## config.mk

```make
export PLATFORM = sky130hd
export DESIGN_NAME = cpu_mem_bridge
export DESIGN_NICKNAME = d
export VERILOG_FILES = /design/src/rtl/mem_bridge_pkg.sv /design/src/rtl/cpu_mem_bridge.sv
export SDC_FILE = /design/constraint.sdc
export NUM_CORES = 1
export LEC_CHECK = 0
export ABC_AREA = 1
export CAP_MARGIN = 10
export CORE_MARGIN = 2
export CORE_UTILIZATION = 44
export CTS_CLUSTER_SIZE = 30
export DETAILED_ROUTE_END_ITERATION = 10
export PLACE_DENSITY = 0.71
export SLEW_MARGIN = 20
export SYNTH_ARGS = -nofsm -noshare
export SYNTH_HDL_FRONTEND = slang
export SYNTH_SLANG_ARGS = --single-unit
```

## constraint.sdc

```tcl
create_clock -name clk -period 2.2 [get_ports clk]
set_clock_uncertainty 0.15 [all_clocks]
set_input_delay 0.66 -clock clk [delete_from_list [all_inputs] [get_ports clk]]
set_output_delay 0.66 -clock clk [all_outputs]
set_load 0.02 [all_outputs]
```

## src/rtl/mem_bridge_pkg.sv

```systemverilog
// Shared constants for the CPU-to-memc request bridge: FSM state encoding,
// default timing parameters and the memc BIST data patterns.
package mem_bridge_pkg;

  localparam int unsigned NUM_STATES = 6;

  localparam int unsigned IDX_INIT    = 0;
  localparam int unsigned IDX_IDLE    = 1;
  localparam int unsigned IDX_ISSUE   = 2;
  localparam int unsigned IDX_RD_WAIT = 3;
  localparam int unsigned IDX_GAP     = 4;
  localparam int unsigned IDX_ERROR   = 5;

  localparam int unsigned DEF_READ_LATENCY = 2;
  localparam int unsigned DEF_INIT_TIMEOUT = 400000;
  localparam int unsigned LAT_WIDTH        = 3;

  localparam logic [7:0] BIST_PAT_A = 8'h55;
  localparam logic [7:0] BIST_PAT_B = 8'hAA;

  typedef enum logic [NUM_STATES-1:0] {
    ST_INIT    = NUM_STATES'(1) << IDX_INIT,
    ST_IDLE    = NUM_STATES'(1) << IDX_IDLE,
    ST_ISSUE   = NUM_STATES'(1) << IDX_ISSUE,
    ST_RD_WAIT = NUM_STATES'(1) << IDX_RD_WAIT,
    ST_GAP     = NUM_STATES'(1) << IDX_GAP,
    ST_ERROR   = NUM_STATES'(1) << IDX_ERROR
  } state_e;

endpackage

```

## src/rtl/cpu_mem_bridge.sv

```systemverilog
// Single-outstanding request bridge from the 6502 memory port to memc, with
// a bounded wait on memc's post-reset BIST.
module cpu_mem_bridge
  import mem_bridge_pkg::*;
#(
  parameter int unsigned DATA_WIDTH   = 8,
  parameter int unsigned ADDR_WIDTH   = 16,
  parameter int unsigned READ_LATENCY = DEF_READ_LATENCY,
  parameter int unsigned INIT_TIMEOUT = DEF_INIT_TIMEOUT,
  parameter int unsigned CNT_WIDTH    = 20
) (
  input  logic                  clk,
  input  logic                  reset,
  input  logic                  cpu_req_valid,
  output logic                  cpu_req_ready,
  input  logic                  cpu_req_we,
  input  logic [ADDR_WIDTH-1:0] cpu_req_addr,
  input  logic [DATA_WIDTH-1:0] cpu_req_wdata,
  output logic                  cpu_rsp_valid,
  output logic [DATA_WIDTH-1:0] cpu_rsp_rdata,
  output logic                  cpu_rsp_err,
  output logic                  init_done,
  output logic                  init_error,
  output logic                  memc_read_enable,
  output logic                  memc_write_enable,
  output logic [ADDR_WIDTH-1:0] memc_addr,
  output logic [DATA_WIDTH-1:0] memc_write_data,
  input  logic [DATA_WIDTH-1:0] memc_read_data,
  input  logic                  memc_busy
);

  state_e                 state, state_next;
  logic [CNT_WIDTH-1:0]   init_cnt, init_cnt_next;
  logic [LAT_WIDTH-1:0]   lat_cnt, lat_cnt_next;
  logic                   we_q, we_next;
  logic                   err_q, err_next;
  logic                   accept;
  logic                   rsp_valid_next, rsp_err_next;
  logic [DATA_WIDTH-1:0]  rdata_next, wdata_next;
  logic [ADDR_WIDTH-1:0]  addr_next;
  logic                   init_done_next, init_error_next;
  logic                   rd_en_next, wr_en_next;

  assign cpu_req_ready = (state == ST_IDLE) && !memc_busy;
  assign accept        = cpu_req_ready && cpu_req_valid;

  // State register
  always_ff @(posedge clk) begin
    if (!reset) state <= ST_INIT;
    else        state <= state_next;
  end

  // Next-state and registered-output logic
  always_comb begin
    state_next     = state;
    init_cnt_next  = init_cnt;
    lat_cnt_next   = lat_cnt;
    we_next        = we_q;
    err_next       = err_q;
    addr_next      = memc_addr;
    wdata_next     = memc_write_data;
    rdata_next     = cpu_rsp_rdata;
    rsp_valid_next = 1'b0;
    rsp_err_next   = 1'b0;
    init_done_next = init_done;

    unique case (state)
      ST_INIT: begin
        // Busy dropping wins over a simultaneous terminal count.
        if (!memc_busy) begin
          state_next     = ST_IDLE;
          init_done_next = 1'b1;
        end else if (init_cnt == CNT_WIDTH'(INIT_TIMEOUT - 1)) begin
          state_next = ST_ERROR;
        end else begin
          init_cnt_next = init_cnt + CNT_WIDTH'(1);
        end
      end
      ST_IDLE: begin
        if (accept) begin
          addr_next  = cpu_req_addr;
          wdata_next = cpu_req_wdata;
          we_next    = cpu_req_we;
          err_next   = 1'b0;
          state_next = ST_ISSUE;
        end
      end
      ST_ISSUE: begin
        err_next     = err_q | memc_busy;
        lat_cnt_next = '0;
        state_next   = we_q ? ST_GAP : ST_RD_WAIT;
      end
      ST_RD_WAIT: begin
        if (lat_cnt == LAT_WIDTH'(READ_LATENCY - 1)) begin
          rdata_next     = memc_read_data;
          rsp_valid_next = 1'b1;
          rsp_err_next   = err_q | memc_busy;
          state_next     = ST_IDLE;
        end else begin
          lat_cnt_next = lat_cnt + LAT_WIDTH'(1);
          err_next     = err_q | memc_busy;
        end
      end
      ST_GAP:   state_next = ST_IDLE;
      ST_ERROR: state_next = ST_ERROR;
      default:  state_next = ST_INIT;
    endcase

    // Enables are registered from the next state so they coincide with ISSUE.
    rd_en_next      = (state_next == ST_ISSUE) && !we_next;
    wr_en_next      = (state_next == ST_ISSUE) && we_next;
    init_error_next = (state_next == ST_ERROR);
  end

  // Datapath and output registers
  always_ff @(posedge clk) begin
    if (!reset) begin
      init_cnt          <= '0;
      lat_cnt           <= '0;
      we_q              <= 1'b0;
      err_q             <= 1'b0;
      cpu_rsp_valid     <= 1'b0;
      cpu_rsp_rdata     <= '0;
      cpu_rsp_err       <= 1'b0;
      init_done         <= 1'b0;
      init_error        <= 1'b0;
      memc_read_enable  <= 1'b0;
      memc_write_enable <= 1'b0;
      memc_addr         <= '0;
      memc_write_data   <= '0;
    end else begin
      init_cnt          <= init_cnt_next;
      lat_cnt           <= lat_cnt_next;
      we_q              <= we_next;
      err_q             <= err_next;
      cpu_rsp_valid     <= rsp_valid_next;
      cpu_rsp_rdata     <= rdata_next;
      cpu_rsp_err       <= rsp_err_next;
      init_done         <= init_done_next;
      init_error        <= init_error_next;
      memc_read_enable  <= rd_en_next;
      memc_write_enable <= wr_en_next;
      memc_addr         <= addr_next;
      memc_write_data   <= wdata_next;
    end
  end

endmodule
```

==> flow_metrics.tcl, run 1 <==
set metrics [dict create \
    status "finished, final reports clean" \
    endpoint_kind "output pin" \
    areaGrowthSynthToFinish_pct 38.90 \
    min_path_type "reg -> reg" \
    grt_overflow_total 0 \
    dr.pass1.iters 5 \
    hold_viol 0 \
    slew_viol_final 0 \
    peakVddDrop_v 0.0004184 \
    synth_seq_cells 69 \
    grt_use_met1 0.2395 \
    critPathSlowestCell "clkdlybuf4s50_1" \
    slew_headroom 0.8061 \
    critPathMaxStageDelay_ns 0.46 \
    grt_pass1_vias 2969 \
    tritoncts "done" \
    leakage_uw 0.001642 \
    seqPwrFrac 0.481 \
    seq_area_frac_synth 0.4446 \
    drive_gt1_frac 0.1024 \
    min_period_over_period 0.9848 \
    setup_tns_ns 0 \
    crit_chain "clkdlybuf4s50_1 > nor2_4 > buf_6" \
    power.share.clock 0.427 \
    yosysWarnings 0 \
    ys_types 25 \
    start_util 0.4548 \
    cp-start-kind "primary input" \
    worstSkewPairLatency_ns 0.35 \
    r2r_start "init_cnt[0]" \
    holdCritStartpoint "init_done" \
    power_switching_uw 608.2 \
    dp_slack_ns -0.4554 \
    arrival_ns 1.36 \
    grt_max_degree 38 \
    required_ns 1.39 \
    dieHeight_microns 88.03 \
    vias 3050 \
    path_clk_slew_ns 0.06 \
    synth_area_per_cell_sq_um 7.045 \
    nets 573 \
    use_met2 0.3588 \
    clock.fmax_ghz 0.4616 \
    grt-busiest-layer "met2" \
    finalSetupViolations 0 \
    clock-sinks 69 \
    drt_wl_total_mm 7.766 \
    path_class "in -> out" \
    worst_slack_ns 0.03351 \
    dieArea_sq_mm 0.007749 \
    gr-usage-met3 0.1140 \
    drv_cap 0 \
    switching_share 0.2288 \
    path_max_fanout 2 \
    worst_slew_pin_slew_ns 0.2886 \
    fillCellCount 617 \
    syn_inst 441 \
    globalplace.congestion 0.9195 \
    hpwl_mm 5.608 \
    grt_pass1_wl_mm 13.11 \
    first_iter_violations 158 \
    p_per_area_mw_per_mm2 616.1 \
    std_cell_rows 30 \
    core_area_sq_mm 0.006832 \
    cts_buffers 9 \
    port_buffers 75 \
    crit_start "memc_busy" \
    drc 0 \
    fin_util 0.6317 \
    p_int_uw 2051 \
    ios 76 \
    rsz0062_at_grt "false" \
    viasPerCell 4.818 \
    p_comb_frac 0.091 \
    mappedNetlistArea_sq_mm 0.003107 \
    die_x_microns 88.03 \
    final_antenna_net_count 0 \
    antenna_found_initial 0 \
    cts_root_buf "clkbuf_8" \
    clockBufferDepth 2 \
    antenna_cells 0 \
    wl_per_cell_microns 12.27 \
    grt.total_usage 0.2162 \
    synthesis.nets 481 \
    htreeDepth 3 \
    min_period_ns 2.166 \
]
## cells in the final DEF (no fill, tap or decap), types with 2 or more instances in the layout
master           synthesis  final
nor2_1                 120    119
nand2_1                 92     92
clkdlybuf4s50_1          0     74
dfxtp_1                 69     69
o21ai_0                 40     40
inv_1                   24     24
a21oi_1                 20     20
nand3_1                 16     16
buf_4                    0     16
clkbuf_8                 0     10
xor2_1                   9      9
nor2_4                   4      6
inv_2                    6      6
nand4_1                  4      4
xnor2_1                  4      4
buf_12                   0      4
ha_1                     3      3
nor2_2                   3      2
nor3_1                   2      2
o21a_1                   2      2
a21oi_2                  2      2
a211oi_1                 2      2
bufinv_16                0      2
## what timing repair did
| action | in CTS | in global routing |
|---|---|---|
| resized for setup | 5 | 4 |
| endpoints found under the setup margin | 1 | 1 |
| setup buffers | 0 | 1 |
| pin swaps | 0 | 2 |
| hold buffers | 0 | 0 |
## cells in the mapped netlist
cell,count,share of area
a211oi_1,2,0.0048
a21oi_1,20,0.032
a21oi_2,2,0.0056
buf_6,5,0.018
clkbuf_1,9,0.011
dfxtp_1,69,0.44
ha_1,3,0.012
inv_1,24,0.029
inv_2,6,0.0072
nand2_1,92,0.11
nand2_2,1,0.0020
nand2_4,1,0.0036
nand3_1,16,0.026
nand3_4,1,0.0056
nand4_1,4,0.0081
nor2_1,120,0.14
nor2_2,3,0.0060
nor2_4,4,0.014
nor3_1,2,0.0032
o21a_1,2,0.0048
o21ai_0,40,0.064
o21bai_1,1,0.0024
or2_2,1,0.0020
xnor2_1,4,0.011
xor2_1,9,0.025
## per-layer routing
| layer | vias up | share of wire |
|---|---|---|
| met3 | 8 | 0.10 |
| met5 | - | 0 |
| met1 | 1375 | 0.42 |
| met2 | 90 | 0.47 |
| li1 | 1577 | - |
| met4 | 0 | 0.012 |
## path summary, 6_finish.rpt
kind,endpoint,slack [ns],cells past startpoint
hold / removal,init_done,0.31,2
hold reg to reg,init_done,0.31,2
setup / recovery,cpu_req_ready,0.03,3
setup reg to reg,init_cnt[13],0.32,10
## critical path: cells and delay by family
kind | cells | cell delay [ns]
and+or+nand+nor | 1 | 0.12
buffers and inverters | 2 | 0.58
## cells by family (layout without fill, tap and decap cells)
kind of cell	Yosys count	after routing	synth area share
compound gates	67	67	0.1144
xor+xnor	13	13	0.03665
fa+ha+maj	3	3	0.01208
buf+inv	44	140	0.06524
flops	69	69	0.4446
simple gates	245	245	0.3270
## state kept, by name, indices dropped and copies added (netlist names), 3 cells and up
name and cells:
cpu_rsp_rdata 8, state 6, lat_cnt 3, memc_addr 16, init_cnt 20, memc_write_data 8
## area by class of cell
class                      count  area [sq um]  area share
multi-input combinational    328          1535      0.3558
sequential                    69          1381      0.3201
clock inverter                 4         72.57     0.01682
timing repair buffer          95         952.2      0.2206
tap                           96         120.1     0.02783
inverter                      30         112.6     0.02609
clock buffer                  11         141.4     0.03276
## per-stage QoR
step	hold slack [ns]	std cells	total power (uW)	area (sq um)
after floorplan	0.2816	441	1431	3107
after global placement	0.2913	617	1547	4080
after detailed placement	0.3013	617	1551	4080
after CTS	0.3102	632	2683	4292
after global routing	0.3418	633	2745	4315
final	0.3069	633	2659	4315
## power groups by stage
stage	registers [uW]	clock network, uW	logic (uW)
2_1_floorplan	1320	0	114
3_3_place_gp	1310	0	239
3_5_place_dp	1310	0	242
4_1_cts	1280	1160	243
5_1_grt	1280	1190	268
6_report	1280	1140	242
No activity file was read; power rests on OpenSTA's default activity.
==> inputs of run 2 (changes only) <==
CORE_MARGIN = not set   (was 2)
CORE_UTILIZATION = 40   (was 44)
PLACE_DENSITY = 0.66   (was 0.71)
SKIP_CTS_REPAIR_TIMING = 1   (was not set)
==> run 2 against run 1 <==
Effect of this change:
- combinational power barely moved
- die area is 4.8% higher
- sequential power hardly changed
- critical endpoint unchanged
- highest routed layer unchanged
==> flow_metrics.tcl, run 2 (synthesized netlist as in run 1, its figures left out) <==
set metrics [dict create \
    viasPerCell 4.769 \
    start_util 0.4216 \
    first_iter_violations 83 \
    hold_viol 0 \
    path_class "in -> out" \
    power.share.clock 0.435 \
    cts_root_buf "clkbuf_8" \
    final_antenna_net_count 0 \
    required_ns 1.39 \
    worstSkewPairLatency_ns 0.34 \
    die_x_microns 90.13 \
    wl_per_cell_microns 12.27 \
    dr.pass1.iters 4 \
    power_switching_uw 608.0 \
    tritoncts "done" \
    largest_reg_flops 20 \
    use_met2 0.3244 \
    clock-sinks 69 \
    grt.total_usage 0.2034 \
    switching_share 0.2257 \
    min_path_type "reg -> reg" \
    port_buffers 75 \
    arrival_ns 1.37 \
    timing.hold.ws_ns 0.3047 \
    hpwl_mm 5.705 \
    seqPwrFrac 0.475 \
    clockBufferDepth 2 \
    fin_util 0.5849 \
    cp-start-kind "primary input" \
    largestRegisters "init_cnt x20, memc_addr x16" \
    dieArea_sq_mm 0.008123 \
    htreeDepth 3 \
    p_comb_frac 0.089 \
    p_per_area_mw_per_mm2 624.8 \
    std_cell_rows 31 \
    finalSetupViolations 0 \
    antenna_cells 0 \
    p_int_uw 2085 \
    min_period_ns 2.181 \
    grt_max_degree 38 \
    reg2reg_depth 10 \
    clock.fmax_ghz 0.4584 \
    path_max_fanout 2 \
    dpl-instance-area_sq_mm 0.004061 \
    grt_use_met1 0.2497 \
    dieHeight_microns 90.13 \
    fillCellCount 717 \
    grt_pass1_vias 2924 \
    leakage_uw 0.001653 \
    status "finished, final reports clean" \
    drv_cap 0 \
    slew_headroom 0.7341 \
    gr-usage-met3 0.07445 \
    layout_common_cells "119 x nor2_1, 92 x nand2_1, 74 x clkdlybuf4s50_1" \
    drive_gt1_frac 0.1091 \
    nets 576 \
    endpoint_kind "output pin" \
    path_clk_slew_ns 0.08 \
    antenna_found_initial 0 \
    final_common_cell "nor2_1" \
    grt-busiest-layer "met2" \
    setup_tns_ns 0 \
    peakVddDrop_v 0.0003085 \
    ios 76 \
    hold_depth 2 \
    grt_overflow_total 0 \
    drc 0 \
    min_period_over_period 0.9916 \
    stdcell_area_sq_mm 0.004310 \
    slew_viol_final 0 \
    top_register "init_cnt" \
    globalplace.congestion 0.8348 \
    vias 3052 \
    areaGrowthSynthToFinish_pct 38.74 \
    drt_wl_total_mm 7.850 \
    cts_buffers 9 \
    grt_pass1_wl_mm 13.37 \
    core_area_sq_mm 0.007370 \
    p_total_uw 2693 \
    worst_slew_pin_slew_ns 0.3985 \
]
run 2: cell types whose count changed in the layout (fill, tap and decap cells not counted), sizes merged:
cell      delta
clkbuf       +1
buf          +3
clkinv       +1
clkinvlp     -1
run 2: worst paths after layout:
| kind | startpoint | end | slack (ns) |
|---|---|---|---|
| setup / recovery | memc_busy | cpu_req_ready | 0.02 |
| hold / removal | init_done | init_done | 0.30 |
| setup reg to reg | init_cnt[0] | init_cnt[9] | 0.29 |
| hold reg to reg | init_done | init_done | 0.30 |
run 2: through the flow:
stage	instances	worst slack (ns)
2_1_floorplan	441	0.4168
3_3_place_gp	622	-0.5105
3_5_place_dp	622	-0.4946
4_1_cts	638	-0.5072
5_1_grt	640	-0.01773
6_report	640	0.01851
run 2: area by class of cell:
| cell class | instances | area [sq um] | area share |
|---|---|---|---|
| Clock buffer | 12 | 155.1 | 0.03599 |
| Sequential cell | 69 | 1381 | 0.3205 |
| Tap cell | 99 | 123.9 | 0.02874 |
| Inverter | 30 | 112.6 | 0.02612 |
| Clock inverter | 4 | 70.07 | 0.01626 |
| Timing Repair Buffer | 98 | 937.1 | 0.2174 |
| Multi-Input combinational cell | 328 | 1530 | 0.3550 |
run 2: critical path, cell delays in order:
cell	delay, ns
clkdlybuf4s50_1	0.46
nor2_4	0.12
buf_6	0.13
run 2: metal layers:
metal / vias to the layer above / part of all wire
li1: 1583 / -
met5: - / 0
met4: 0 / 0.015
met2: 74 / 0.45
met1: 1385 / 0.46
met3: 10 / 0.078
run 2: power groups by stage:
stage	clock network [uW]	registers, uW	logic [uW]
floorplan	0	1320	114
global placement	0	1310	237
detailed placement	0	1310	240
CTS	1200	1280	240
global route	1260	1280	269
finish	1170	1280	241
==> inputs of run 3 (changes only) <==
CTS_CLUSTER_SIZE = not set   (was 30)
==> results of run 3 <==
Final layout, timing and power as in run 2 (identical DEF).
